===== config.mk =====
export PLATFORM = sky130hd
export DESIGN_NAME = pipe_unit_scheduler
export DESIGN_NICKNAME = d
export VERILOG_FILES = /design/src/rtl/pipe_unit_scheduler.sv
export SDC_FILE = /design/constraint.sdc
export NUM_CORES = 1
export LEC_CHECK = 0
export ABC_AREA = 1
export CELL_PAD_IN_SITES_DETAIL_PLACEMENT = 1
export CELL_PAD_IN_SITES_GLOBAL_PLACEMENT = 2
export CORE_MARGIN = 2
export CORE_UTILIZATION = 27
export CTS_CLUSTER_SIZE = 24
export DETAILED_ROUTE_END_ITERATION = 10
export HOLD_SLACK_MARGIN = 0.08
export MAX_ROUTING_LAYER = met4
export PLACE_DENSITY = 0.63
export SYNTH_ARGS = -nofsm -noshare
export SYNTH_HDL_FRONTEND = slang
export SYNTH_SLANG_ARGS = --single-unit

===== constraint.sdc =====
create_clock -name clk -period 2.3 [get_ports clk]
set_input_delay 0.46 -clock clk [delete_from_list [all_inputs] [get_ports clk]]
set_output_delay 0.46 -clock clk [all_outputs]
set_load 0.05 [all_outputs]

===== src/rtl/pipe_unit_scheduler.sv =====
// Issue scheduler for a fixed-latency pipelined unit: round-robin arbitration,
// an in-flight cap, and a shadow pipeline that reports (src, tag) at completion.
module pipe_unit_scheduler #(
    parameter int TAG_W        = 4,
    parameter int LATENCY      = 8,
    parameter int MAX_INFLIGHT = 8,
    parameter int CNT_W        = 5
) (
    input  logic             clk,
    input  logic             rst,
    input  logic             gwe,
    input  logic             req0_valid,
    input  logic [TAG_W-1:0] req0_tag,
    input  logic             req1_valid,
    input  logic [TAG_W-1:0] req1_tag,
    input  logic             flush,
    output logic             grant0,
    output logic             grant1,
    output logic             issue_valid,
    output logic             issue_sel,
    output logic             done_valid,
    output logic             done_src,
    output logic [TAG_W-1:0] done_tag,
    output logic [CNT_W-1:0] inflight_count,
    output logic             busy
);

    localparam logic [CNT_W-1:0] MAX_CNT = CNT_W'(MAX_INFLIGHT);

    logic [LATENCY-1:0] valid_r;
    logic [LATENCY-1:0] src_r;
    logic [TAG_W-1:0]   tag_r [LATENCY];
    logic [CNT_W-1:0]   count_r;
    logic               rr_ptr_r;

    logic               retire_s;
    logic               can_issue_s;
    logic               issue_valid_s;
    logic               issue_sel_s;
    logic [TAG_W-1:0]   issue_tag_s;
    logic [CNT_W-1:0]   count_next_s;

    // A completion is reported only on an advancing, non-flush cycle, so it fires once.
    assign retire_s = valid_r[LATENCY-1] & gwe & ~flush;

    // Capacity check and round-robin arbitration; a retiring slot is reusable this cycle.
    always_comb begin
        can_issue_s   = 1'b0;
        issue_valid_s = 1'b0;
        issue_sel_s   = 1'b0;
        issue_tag_s   = {TAG_W{1'b0}};
        if (gwe && !flush && ((count_r < MAX_CNT) || retire_s)) begin
            can_issue_s = 1'b1;
        end else begin
            can_issue_s = 1'b0;
        end
        if (can_issue_s && req0_valid && req1_valid) begin
            issue_valid_s = 1'b1;
            issue_sel_s   = rr_ptr_r;
        end else if (can_issue_s && req0_valid) begin
            issue_valid_s = 1'b1;
            issue_sel_s   = 1'b0;
        end else if (can_issue_s && req1_valid) begin
            issue_valid_s = 1'b1;
            issue_sel_s   = 1'b1;
        end else begin
            issue_valid_s = 1'b0;
            issue_sel_s   = 1'b0;
        end
        if (issue_valid_s) begin
            issue_tag_s = issue_sel_s ? req1_tag : req0_tag;
        end else begin
            issue_tag_s = {TAG_W{1'b0}};
        end
    end

    // Next in-flight count: flush empties the unit, issue and retire cancel out.
    always_comb begin
        count_next_s = count_r;
        if (flush) begin
            count_next_s = {CNT_W{1'b0}};
        end else if (issue_valid_s && !retire_s) begin
            count_next_s = count_r + CNT_W'(1);
        end else if (!issue_valid_s && retire_s) begin
            count_next_s = count_r - CNT_W'(1);
        end else begin
            count_next_s = count_r;
        end
    end

    // Shadow pipeline of {valid, src, tag}, advancing only on gwe.
    always_ff @(posedge clk or posedge rst) begin
        if (rst) begin
            valid_r <= {LATENCY{1'b0}};
            src_r   <= {LATENCY{1'b0}};
            for (int k = 0; k < LATENCY; k++) begin
                tag_r[k] <= {TAG_W{1'b0}};
            end
        end else if (gwe) begin
            valid_r  <= flush ? {LATENCY{1'b0}} : {valid_r[LATENCY-2:0], issue_valid_s};
            src_r    <= {src_r[LATENCY-2:0], issue_sel_s};
            tag_r[0] <= issue_tag_s;
            for (int k = 1; k < LATENCY; k++) begin
                tag_r[k] <= tag_r[k-1];
            end
        end
    end

    // In-flight counter and round-robin pointer; the loser of a grant gets priority next.
    always_ff @(posedge clk or posedge rst) begin
        if (rst) begin
            count_r  <= {CNT_W{1'b0}};
            rr_ptr_r <= 1'b0;
        end else if (gwe) begin
            count_r  <= count_next_s;
            rr_ptr_r <= issue_valid_s ? ~issue_sel_s : rr_ptr_r;
        end
    end

    assign grant0         = issue_valid_s & ~issue_sel_s;
    assign grant1         = issue_valid_s & issue_sel_s;
    assign issue_valid    = issue_valid_s;
    assign issue_sel      = issue_sel_s;
    assign done_valid     = retire_s;
    assign done_src       = src_r[LATENCY-1];
    assign done_tag       = tag_r[LATENCY-1];
    assign inflight_count = count_r;
    assign busy           = (count_r != {CNT_W{1'b0}});

endmodule


**Word-level counts from Yosys, hierarchy flattened**

Index checks and enable logic that the tools add are counted.

- Register bits after elaboration: 54
- Input bits: 14
- Output and inout port bits: 16
- Word-level logic and storage cells: 48

- $add $sub $neg: 2
- $lt $le $gt $ge: 1
- Muxes and demuxes: 12
- Bitwise operators: 6
- Reductions and logical operators: 15

Operators with widths:

| kind | number |
|---|---|
| $mux W5 | 3 |
| $mux W4 | 2 |
| $mux W8 | 1 |
| $logic_and A1 B1 Y1 | 7 |
| $mux W1 | 6 |
| $add A5 B1 Y5 const B | 1 |
| $lt A5 B4 Y1 const B | 1 |
| $reduce_bool A5 Y1 | 1 |
| $sub A5 B1 Y5 const B | 1 |
| $and A1 B1 Y1 | 4 |
| $reduce_and A2 Y1 | 2 |
| $logic_not A1 Y1 | 3 |
| $reduce_bool A3 Y1 | 1 |
| $not A1 Y1 | 2 |
| $logic_or A1 B1 Y1 | 1 |

**Longest topological paths before layout**

Gate-level depths: netlist of run 1.

- Depth in word-level cells: 14
- Gate-level depth with buffers: 10
- Gate-level depth less buffers: 10

**Worst setup path after synthesis of run 1**

No wires, ideal clock.

- Path kind: register to register
- From: reg count_r[3], in the netlist inflight_count[3]
- To: reg count_r[4], in the netlist inflight_count[4]
- Library setup time: 0.118 ns
- Data arrival time: 1.831 ns
- Data required time: 2.182 ns
- Slack: 0.351 ns
- Stages on the path, launching flop included: 10
- Buffers on the path: 0
- Period minus slack after synthesis: 1.949 ns
- Cells stage by stage: dfrtp_1 -> nor2_1 -> nand4_4 -> fa_1 -> nand3_1 -> nand3_1 -> inv_1 -> nand2_1 -> nand3_1 -> nand2_1

- Word-level cells in the longest chain between the ends: 12
- Elaborated cells on any way between the ends: 20
- Those cells by class: add/sub (2); order compare (1); mux (7); reduce/logical (10)

RTL lines:

| what | RTL line | RTL |
|---|---|---|
| from (decl) | 33 | `logic [CNT_W-1:0] count_r;` |
| from (signal assigned) | 112 | `count_r <= {CNT_W{1'b0}};` |
| from (signal assigned) | 115 | `count_r <= count_next_s;` |
| $lt A5 B4 Y1 | 52 | `if (gwe && !flush && ((count_r < MAX_CNT) \|\| retire_s)) begin` |
| $logic_or A1 B1 Y1 | 52 |  |
| $logic_and A1 B1 Y1 | 52 |  |
| $mux W1 | 52 |  |
| $logic_and A1 B1 Y1 | 63 | `end else if (can_issue_s && req1_valid) begin` |
| $mux W1 | 63 |  |
| $mux W1 | 60 | `end else if (can_issue_s && req0_valid) begin` |
| $mux W1 | 57 | `if (can_issue_s && req0_valid && req1_valid) begin` |
| $logic_not A1 Y1 | 84 | `end else if (!issue_valid_s && retire_s) begin` |
| $logic_and A1 B1 Y1 | 84 |  |
| $reduce_bool A3 Y1 (no line) | n/a |  |
| $reduce_and A2 Y1 (no line) | n/a |  |

Parallel ways exist; a longest one is shown, timed or not. The select of a mux whose other input is x is not followed.
A chain may end at the register's enable or synchronous reset.

**Final worst setup path of run 1**

- From: in flush
- To: out issue_sel

- Word-level cells in the longest chain between the ends: 9
- Elaborated cells on any way between the ends: 13
- Those cells by class: mux (4); bitwise (2); reduce/logical (7)

RTL lines:

| what | RTL line | RTL |
|---|---|---|
| from (decl) | 16 | `input logic flush,` |
| $not A1 Y1 | 44 | `assign retire_s = valid_r[LATENCY-1] & gwe & ~flush;` |
| $and A1 B1 Y1 | 44 |  |
| $logic_or A1 B1 Y1 | 52 |  |
| $logic_and A1 B1 Y1 * | 52 |  |
| $mux W1 * | 52 |  |
| $logic_and A1 B1 Y1 | 63 |  |
| $mux W1 | 63 |  |
| $mux W1 | 60 |  |
| $mux W1 * | 57 |  |
| to (decl) | 20 | `output logic issue_sel,` |

Mark *: on every way between the ends. The rest lies on a longest branch, timed or not.

==> results of run 1 <==
timing repair:
item                       CTS  global route
buffers inserted             0             0
resized for setup            1             0
hold buffers                 0             0
setup endpoints to repair    1             0
worst register-to-register path: stages, from the launching register on:
cell and delay [ns]:
dfrtp_1 0.44, nor2_1 0.27, nand4_4 0.18, fa_1 0.41, nand3_1 0.10, nand3_1 0.08
inv_1 0.06, nand2_1 0.05, nand3_1 0.07, nand2_1 0.05
path summary, 6_finish.rpt:
path,from,endpoint,slack [ns],cells past startpoint
setup / recovery,flush,issue_sel,0.11,5
setup reg to reg,inflight_count[3],inflight_count[4],0.50,9
hold / removal,src_r[1],src_r[2],0.47,2
max in group asynchronous,rst,tag_r[29],1.53,3
hold reg to reg,src_r[1],src_r[2],0.47,2
min in group asynchronous,rst,src_r[5],0.50,3
power breakdown:
group	switching (mW)	internal, mW
Sequential	0.119	1.13
Clock	0.324	0.359
Combinational	0.620	0.385
Total	1.06	1.88
registers in the layout, summed over array words and instances (netlist names):
| name | cells |
|---|---|
| done_tag | 4 |
| rr_ptr_r | 1 |
| src_r | 8 |
| tag_r | 28 |
| inflight_count | 5 |
| valid_r | 8 |
kinds of logic after synthesis:
kind of cell / after synthesis / share of synthesized area
flops: 54 / 0.5775
fa+ha+maj: 5 / 0.02995
buf+inv: 47 / 0.08556
simple gates: 115 / 0.2123
compound gates: 39 / 0.08716
xor+xnor: 2 / 0.007488
area by class of cell:
type                       count  share of cell area
clock buffer                   6             0.02788
clock inverter                 2             0.01310
inverter                      34             0.04309
multi-input combinational    161              0.2662
sequential                    54              0.4563
tap                          105             0.04436
timing repair buffer          41              0.1491
synth_stat cells (all sizes together):
library cell  count
clkbuf            4
o21ai            29
nor3              1
dfrtp            54
ha                4
buf               9
fa                1
nand4             2
nor2             10
nand3             8
xnor2             2
o22ai             7
a21oi             3
inv              34
nand2            94
routing by layer:
layer,track usage,vias up
li1,-,876
met3,0.02230,4
met1,0.1602,804
met2,0.1709,26
met5,-,-
met4,0.03900,0
==> qor.txt, run 1 <==
largest net degree at the start of global routing -> 55
Final GP Congestion -> 0.8259
CTS buffer count -> 5
final worst-path cycle share -> 0.9504
Longest Clk Path Bufs -> 2
Ports -> 30
initial antenna violation count -> 0
Power Dens Cells -> 992.1 nW/um2
DRT Pass-1 Iters -> 4
Layout area overhead -> 26.58%
Mapped Area -> 2340 um2
DRC viols -> 0
Buf+Inv Stages, Crit Path -> 3
slew margin rel. -> 0.6301
Antenna Nets Post-Route -> 0
CTS Root Cell -> clkbuf_8
core area -> 8299 um2
CP Cell Sequence -> clkdlybuf4s50_1 -> nor2_8 -> nand4_1 -> inv_1 -> buf_12
ranking of synthesized cells by area -> dfrtp_1 58%, nand2_1 15%, o21ai_0 5.6%
FILL cells -> 979
final hold vios -> 0
Final setup violation count -> 0
Slew @ Worst Pin -> 0.5532 ns
run status -> finished, final reports clean
pre-CTS setup slack -> 0.04299 ns
crit-path max cell delay -> 0.51 ns
Seq. cell area -> 1351 um2
most common cell after layout, fill and taps aside -> nand2_1
clock skew -> 0.01097 ns
setup TNS -> 0 ns
Synth Register Bits -> 54
share of the synthesized area in the top cell type -> 0.5775
# port buffers -> 29
Netlist cell types -> 23
Site Rows -> 33
Crit path arrival time -> 1.73 ns
die width -> 97.09 um
Overall Power -> 2.938 mW
Top Layer Used -> met4
Starting DRT DRC Count -> 74
first-pass GRT wire length -> 8.659 mm
Chip Height -> 97.09 um
GRT overflow -> 0
RSZ-0062 raised after global routing -> false
wire length on met1 -> 2.578 mm
met3 wire len -> 120 um
fin area -> 2962 um2
Ant. Diodes -> 0
fin crit period -> 2.186 ns
Initial Util -> 0.2819
vias in the first global route -> 1,836
dpl cell area -> 2841 um2
setup ws final -> 0.1142 ns
DRT Wirelength -> 4.761 mm
Final Non-Filler Cells -> 403
final net count -> 316
Max Fclk -> 0.4575 GHz
deepest level of the CTS H-tree -> 2
hold_ws -> 0.4743 ns
LEAKAGE -> 1.429 nW
net count after synthesis -> 281
Worst setup SP type -> input pin
most frequent cells in the layout -> 91 x nand2_1, 54 x dfrtp_1, 32 x inv_1, 26 x o21ai_0, 23 x clkdlybuf4s50_1
gate count of the mapped netlist -> 262
Worst-path clk slew -> 0.10 ns
Crit-path slowest cell -> clkdlybuf4s50_1
CTS tree -> done
CP top delay family -> buffers and inverters
critical path capture point type -> primary output
worst skew pair latency -> 0.31 ns
overall routing resource usage -> 0.1157
die area -> 9426 um2
critical path peak fanout -> 4
metal2 WL -> 2.007 mm
Max-Cap Viols -> 0
DR vias/cell -> 4.243
WS Path Type -> input pin to primary output
Synth Warn # -> 0
Post-Route Utilization -> 0.3569
placed cells -> 395
Hold Path Class -> flop to flop
DR WL/cell -> 11.81 um
syn avg cell area -> 8.930 um2
maximum vdd drop -> 0.0005765 V
sequential cell area fraction in the yosys report -> 0.5775
CTS Sinks -> 54
share of cells above drive strength 1 -> 0.1141
Detail Placement HPWL -> 3.128 mm
Worst EP required -> 1.84 ns
Vias -> 1,710
multi-input combinational cell area -> 788.3 um2
Final Max Tran Viols -> 0
leading area contributor after synthesis -> dfrtp_1
No activity file was read; power rests on OpenSTA's default activity.
==> run 2: changes to the inputs <==
--- a/config.mk
+++ b/config.mk
@@ -8,7 +8,7 @@
 export ABC_AREA = 1
 export CELL_PAD_IN_SITES_DETAIL_PLACEMENT = 1
 export CELL_PAD_IN_SITES_GLOBAL_PLACEMENT = 2
-export CORE_MARGIN = 2
+export CORE_MARGIN = 5
 export CORE_UTILIZATION = 27
 export CTS_CLUSTER_SIZE = 24
 export DETAILED_ROUTE_END_ITERATION = 10
==> run 2 against run 1 <==
  * Sequential share of layout area rose by 0.12 points
  * Design area is 0.25% lower
  * Setup slack improved by 0.031 ns
  * Flip-flop and latch count stayed put
  * Via count rose by 1.3%
  * Non-clock buffer count is 2 higher
  * Core utilization shrank 1.3 points
  * Sequential power about the same
  * Critical path depth increased by 1
  * Register-to-register slack got worse by 0.05 ns
  * Routed wire length up 8.5%
  * Combinational power barely moved
  * Critical endpoint unchanged
==> qor.txt, run 2 (synthesis results as in run 1) <==
CTS Sinks -> 54
DRC viols -> 0
max FFs per register -> 28
DRT Pass-1 Iters -> 4
core area -> 8593 um2
Top reg by flops -> tag_r
Worst-path clk slew -> 0.10 ns
top flop regs -> tag_r: 28 flops, src_r: 8 flops, valid_r: 8 flops
share of cells above drive strength 1 -> 0.1200
Site Rows -> 34
largest net degree at the start of global routing -> 47
P_int -> 1.764 mW
CTS Root Cell -> clkbuf_8
setup ws final -> 0.1449 ns
Max Fclk -> 0.4640 GHz
final hold vios -> 0
slew margin rel. -> 0.6645
Initial Util -> 0.2723
sequential share of power -> 0.443
Final Max Tran Viols -> 0
Starting DRT DRC Count -> 81
Power Dens Cells -> 957.0 nW/um2
Hold Path Class -> flop to flop
Antenna Nets Post-Route -> 0
clock power share -> 0.197
most common cell after layout, fill and taps aside -> nand2_1
initial antenna violation count -> 0
critical path capture point type -> primary output
first-pass GRT wire length -> 8.935 mm
final net count -> 318
Final setup violation count -> 0
Slew @ Worst Pin -> 0.5016 ns
critical path peak fanout -> 5
Sw Ratio -> 0.3759
most frequent cells in the layout -> 91 x nand2_1, 54 x dfrtp_1, 32 x inv_1, 26 x o21ai_0, 23 x clkdlybuf4s50_1
die area -> 10,630 um2
Chip Height -> 103.1 um
WS Path Type -> input pin to primary output
die width -> 103.1 um
deepest level of the CTS H-tree -> 2
DRT Wirelength -> 5.167 mm
overall routing resource usage -> 0.1114
vias in the first global route -> 1,807
Max-Cap Viols -> 0
worst skew pair latency -> 0.31 ns
CTS buffer count -> 5
GRT overflow -> 0
logic gate share of total power -> 0.360
# port buffers -> 29
run status -> finished, final reports clean
Longest Clk Path Bufs -> 2
CTS tree -> done
Crit path arrival time -> 1.70 ns
hold_ws -> 0.4788 ns
Ant. Diodes -> 0
fin crit period -> 2.155 ns
placed cells -> 399
Worst setup SP type -> input pin
DR vias/cell -> 4.248
FILL cells -> 1,015
Final Non-Filler Cells -> 408
Final GP Congestion -> 0.7910
LEAKAGE -> 1.425 nW
maximum vdd drop -> 0.0006250 V
Worst EP required -> 1.84 ns
pre-CTS setup slack -> -0.01240 ns
Vias -> 1,733
P_sw -> 1.063 mW
final worst-path cycle share -> 0.9370
Layout area overhead -> 26.26%
DR WL/cell -> 12.66 um
RSZ-0062 raised after global routing -> false
clock skew -> 0.006687 ns
Ports -> 30
Detail Placement HPWL -> 3.582 mm
Post-CTS Hold Buffers -> 0
## run 2: what timing repair did
item                                   in CTS  in global routing
pin swaps                                   0                  1
setup endpoints to repair                   1                  1
resized for setup                           1                  0
buffers inserted                            0                  1
endpoints found under the hold margin       0                  0
## run 2: area by class of cell
cell class                      count  area (um2)  area share
Sequential cell                    54        1351      0.4574
Timing Repair Buffer               43       456.7      0.1546
Clock buffer                        6       82.58     0.02795
Clock inverter                      2       12.51    0.004235
Tap cell                          108       135.1     0.04574
Multi-Input combinational cell    161       788.3      0.2668
Inverter                           34       127.6     0.04320
## run 2: final timing paths
| check | start | to | slack (ns) | depth (start not counted) |
|---|---|---|---|---|
| max in group asynchronous | rst | valid_r[3] | 1.19 | 3 |
| setup reg to reg | inflight_count[3] | inflight_count[4] | 0.45 | 9 |
| min in group asynchronous | rst | done_tag[0] | 0.50 | 2 |
| hold reg to reg | src_r[3] | src_r[3] | 0.48 | 2 |
| hold / removal | src_r[3] | src_r[3] | 0.48 | 2 |
| setup / recovery | gwe | issue_sel | 0.14 | 6 |
## run 2: power groups by stage
stage / registers (mW) / clock network, mW / logic, mW
after floorplan: 1.38 / 0 / 0.583
after global placement: 1.27 / 0 / 1.03
after detailed placement: 1.27 / 0 / 1.04
after CTS: 1.26 / 0.600 / 1.04
after global routing: 1.28 / 0.638 / 1.13
final: 1.25 / 0.557 / 1.02
## run 2: per-stage QoR
stage	util	total power, mW	instance area, um2	setup TNS (ns)
CTS	0.3429	2.894	2947	0
global route	0.3438	3.046	2954	0
floorplan	-	1.965	2340	0
finish	0.3438	2.827	2954	0
global placement	0.3320	2.303	2853	0
detailed placement	0.3320	2.315	2853	-0.01240
## run 2: worst max-delay path: stages
cell             delay [ns]
clkdlybuf4s50_1        0.51
inv_2                  0.08
nor2_8                 0.14
nand4_1                0.18
inv_1                  0.17
buf_12                 0.15
## run 2: layer usage
metal / vias up / global-route usage / share of wire
met5: - / - / 0
met4: 0 / 0.03884 / 0.013
met3: 4 / 0.02300 / 0.029
met2: 25 / 0.1692 / 0.45
met1: 825 / 0.1476 / 0.51
li1: 879 / - / -
==> run 3: changes to the inputs <==
--- a/config.mk
+++ b/config.mk
@@ -6,15 +6,16 @@
 export NUM_CORES = 1
 export LEC_CHECK = 0
 export ABC_AREA = 1
+export CAP_MARGIN = 20
 export CELL_PAD_IN_SITES_DETAIL_PLACEMENT = 1
 export CELL_PAD_IN_SITES_GLOBAL_PLACEMENT = 2
 export CORE_MARGIN = 5
-export CORE_UTILIZATION = 27
+export CORE_UTILIZATION = 33
 export CTS_CLUSTER_SIZE = 24
 export DETAILED_ROUTE_END_ITERATION = 10
 export HOLD_SLACK_MARGIN = 0.08
 export MAX_ROUTING_LAYER = met4
-export PLACE_DENSITY = 0.63
+export PLACE_DENSITY = 0.75
 export SYNTH_ARGS = -nofsm -noshare
 export SYNTH_HDL_FRONTEND = slang
 export SYNTH_SLANG_ARGS = --single-unit
==> run 3 against run 2 <==
  * Flip-flop and latch count unchanged
  * Non-clock buffer count down 2
  * Die area down 17%
  * Sequential power about the same
  * Routed wire length down 9.8%
  * Core utilization up 8.3 points
  * Sequential share of layout area up 0.61 points
  * Maximum frequency down 2.2%
  * First-iteration DRC count down 31%
  * Total power down 1.6%
  * Count of clock-buffer cells in the layout unchanged
  * Clock power down 7.0%
==> qor.txt, run 3 (synthesis results as in run 1) <==
critical path capture point type -> primary output
max FFs per register -> 28
run status -> finished, final reports clean
Max-Cap Viols -> 0
Starting DRT DRC Count -> 56
DRT Pass-1 Iters -> 4
Worst setup SP type -> input pin
Ports -> 30
Final Non-Filler Cells -> 394
most common cell after layout, fill and taps aside -> nand2_1
WS Path Type -> input pin to primary output
Worst EP required -> 1.84 ns
Worst-path clk slew -> 0.09 ns
Ant. Diodes -> 0
deepest level of the CTS H-tree -> 2
Slew @ Worst Pin -> 0.5119 ns
critical path peak fanout -> 5
final worst-path cycle share -> 0.9579
top flop regs -> tag_r: 28 flops, src_r: 8 flops, valid_r: 8 flops
clock skew -> 0.006851 ns
Antenna Nets Post-Route -> 0
die width -> 94.20 um
share of cells above drive strength 1 -> 0.1107
first-pass GRT wire length -> 8.342 mm
Layout area overhead -> 24.60%
placed cells -> 385
CTS Root Cell -> clkbuf_8
die area -> 8874 um2
Power Dens Cells -> 954.3 nW/um2
worst skew pair latency -> 0.30 ns
Chip Height -> 94.20 um
initial antenna violation count -> 0
overall routing resource usage -> 0.1229
slew margin rel. -> 0.6577
# port buffers -> 29
Longest Clk Path Bufs -> 2
CTS tree -> done
most frequent cells in the layout -> 91 x nand2_1, 54 x dfrtp_1, 32 x inv_1, 26 x o21ai_0, 23 x clkdlybuf4s50_1
Initial Util -> 0.3425
DR WL/cell -> 11.84 um
fin crit period -> 2.203 ns
setup ws final -> 0.09691 ns
CTS buffer count -> 5
CTS Sinks -> 54
core area -> 6832 um2
LEAKAGE -> 1.413 nW
final hold vios -> 0
pre-CTS setup slack -> -0.01307 ns
Detail Placement HPWL -> 3.199 mm
Final GP Congestion -> 0.8337
Site Rows -> 30
Hold Path Class -> input pin to async pin
Final Max Tran Viols -> 0
GRT overflow -> 0
Vias -> 1,697
Post-CTS Hold Buffers -> 0
final net count -> 316
Top reg by flops -> tag_r
largest net degree at the start of global routing -> 47
Final setup violation count -> 0
DRT Wirelength -> 4.663 mm
DRC viols -> 0
DR vias/cell -> 4.307
maximum vdd drop -> 0.0006952 V
vias in the first global route -> 1,778
Max Fclk -> 0.4539 GHz
Crit path arrival time -> 1.74 ns
==> run 3: changes by cell type in the layout (fill, tap and decap cells not counted) <==
cell / change
clkbuf_1: +1
clkinvlp_4: -1
buf_4: -2
clkinv_4: +1
clkbuf_8: -1
==> run 3: timing repair <==
action	in CTS	in global routing
setup buffers	0	1
pin swaps	0	1
gates cloned	0	0
setup endpoints to repair	1	1
resized for setup	1	0
==> run 3: critical path: stages <==
cell	delay (ns)
clkdlybuf4s50_1	0.51
nor2_8	0.20
nand4_1	0.22
inv_1	0.19
buf_12	0.15
==> run 3: layer usage <==
metal	vias up	track usage	routed length, um
met1	789	0.1658	2442
met5	-	-	0
met3	6	0.02404	118
met4	0	0.04693	87
met2	28	0.1826	2016
li1	874	-	-
==> run 3: path summary, 6_finish.rpt <==
check	from	end	slack, ns	cells past startpoint
max	flush	issue_sel	0.1	5
min	rst	rr_ptr_r	0.46	2
max reg2reg	inflight_count[3]	inflight_count[4]	0.43	9
min reg2reg	src_r[3]	src_r[3]	0.47	2
max in group asynchronous	rst	src_r[2]	1.32	3
min in group clk	src_r[3]	src_r[3]	0.47	2
==> run 3: cell type report <==
| type | count | area (um2) |
|---|---|---|
| clock inverters | 2 | 13.76 |
| fillers | 815 | 3916 |
| repair buffers | 41 | 441.7 |
| multi-input cells | 161 | 788.3 |
| clock buffers | 6 | 72.57 |
| well taps | 96 | 120.1 |
| inverters | 34 | 127.6 |
| flip-flops and latches | 54 | 1351 |
==> run 3: where the power goes <==
group / internal (mW) / switching, mW / total, mW / leakage, nW
logic: 0.387 / 0.625 / 1.01 / 0.643
clock network: 0.216 / 0.303 / 0.518 / 0.0452
registers: 1.13 / 0.119 / 1.25 / 0.725
==> run 3: metrics by stage <==
step	TNS, ns	hold slack, ns	power (mW)	utilization	cell area (um2)
4_1_cts	0	0.4650	2.838	0.4256	2908
5_1_grt	-0.004492	0.4885	2.985	0.4267	2915
2_1_floorplan	0	0.4422	1.965	-	2340
6_report	0	0.4593	2.782	0.4267	2915
3_5_place_dp	-0.01307	0.4586	2.304	0.4132	2823
3_3_place_gp	0	0.4538	2.278	0.4132	2823
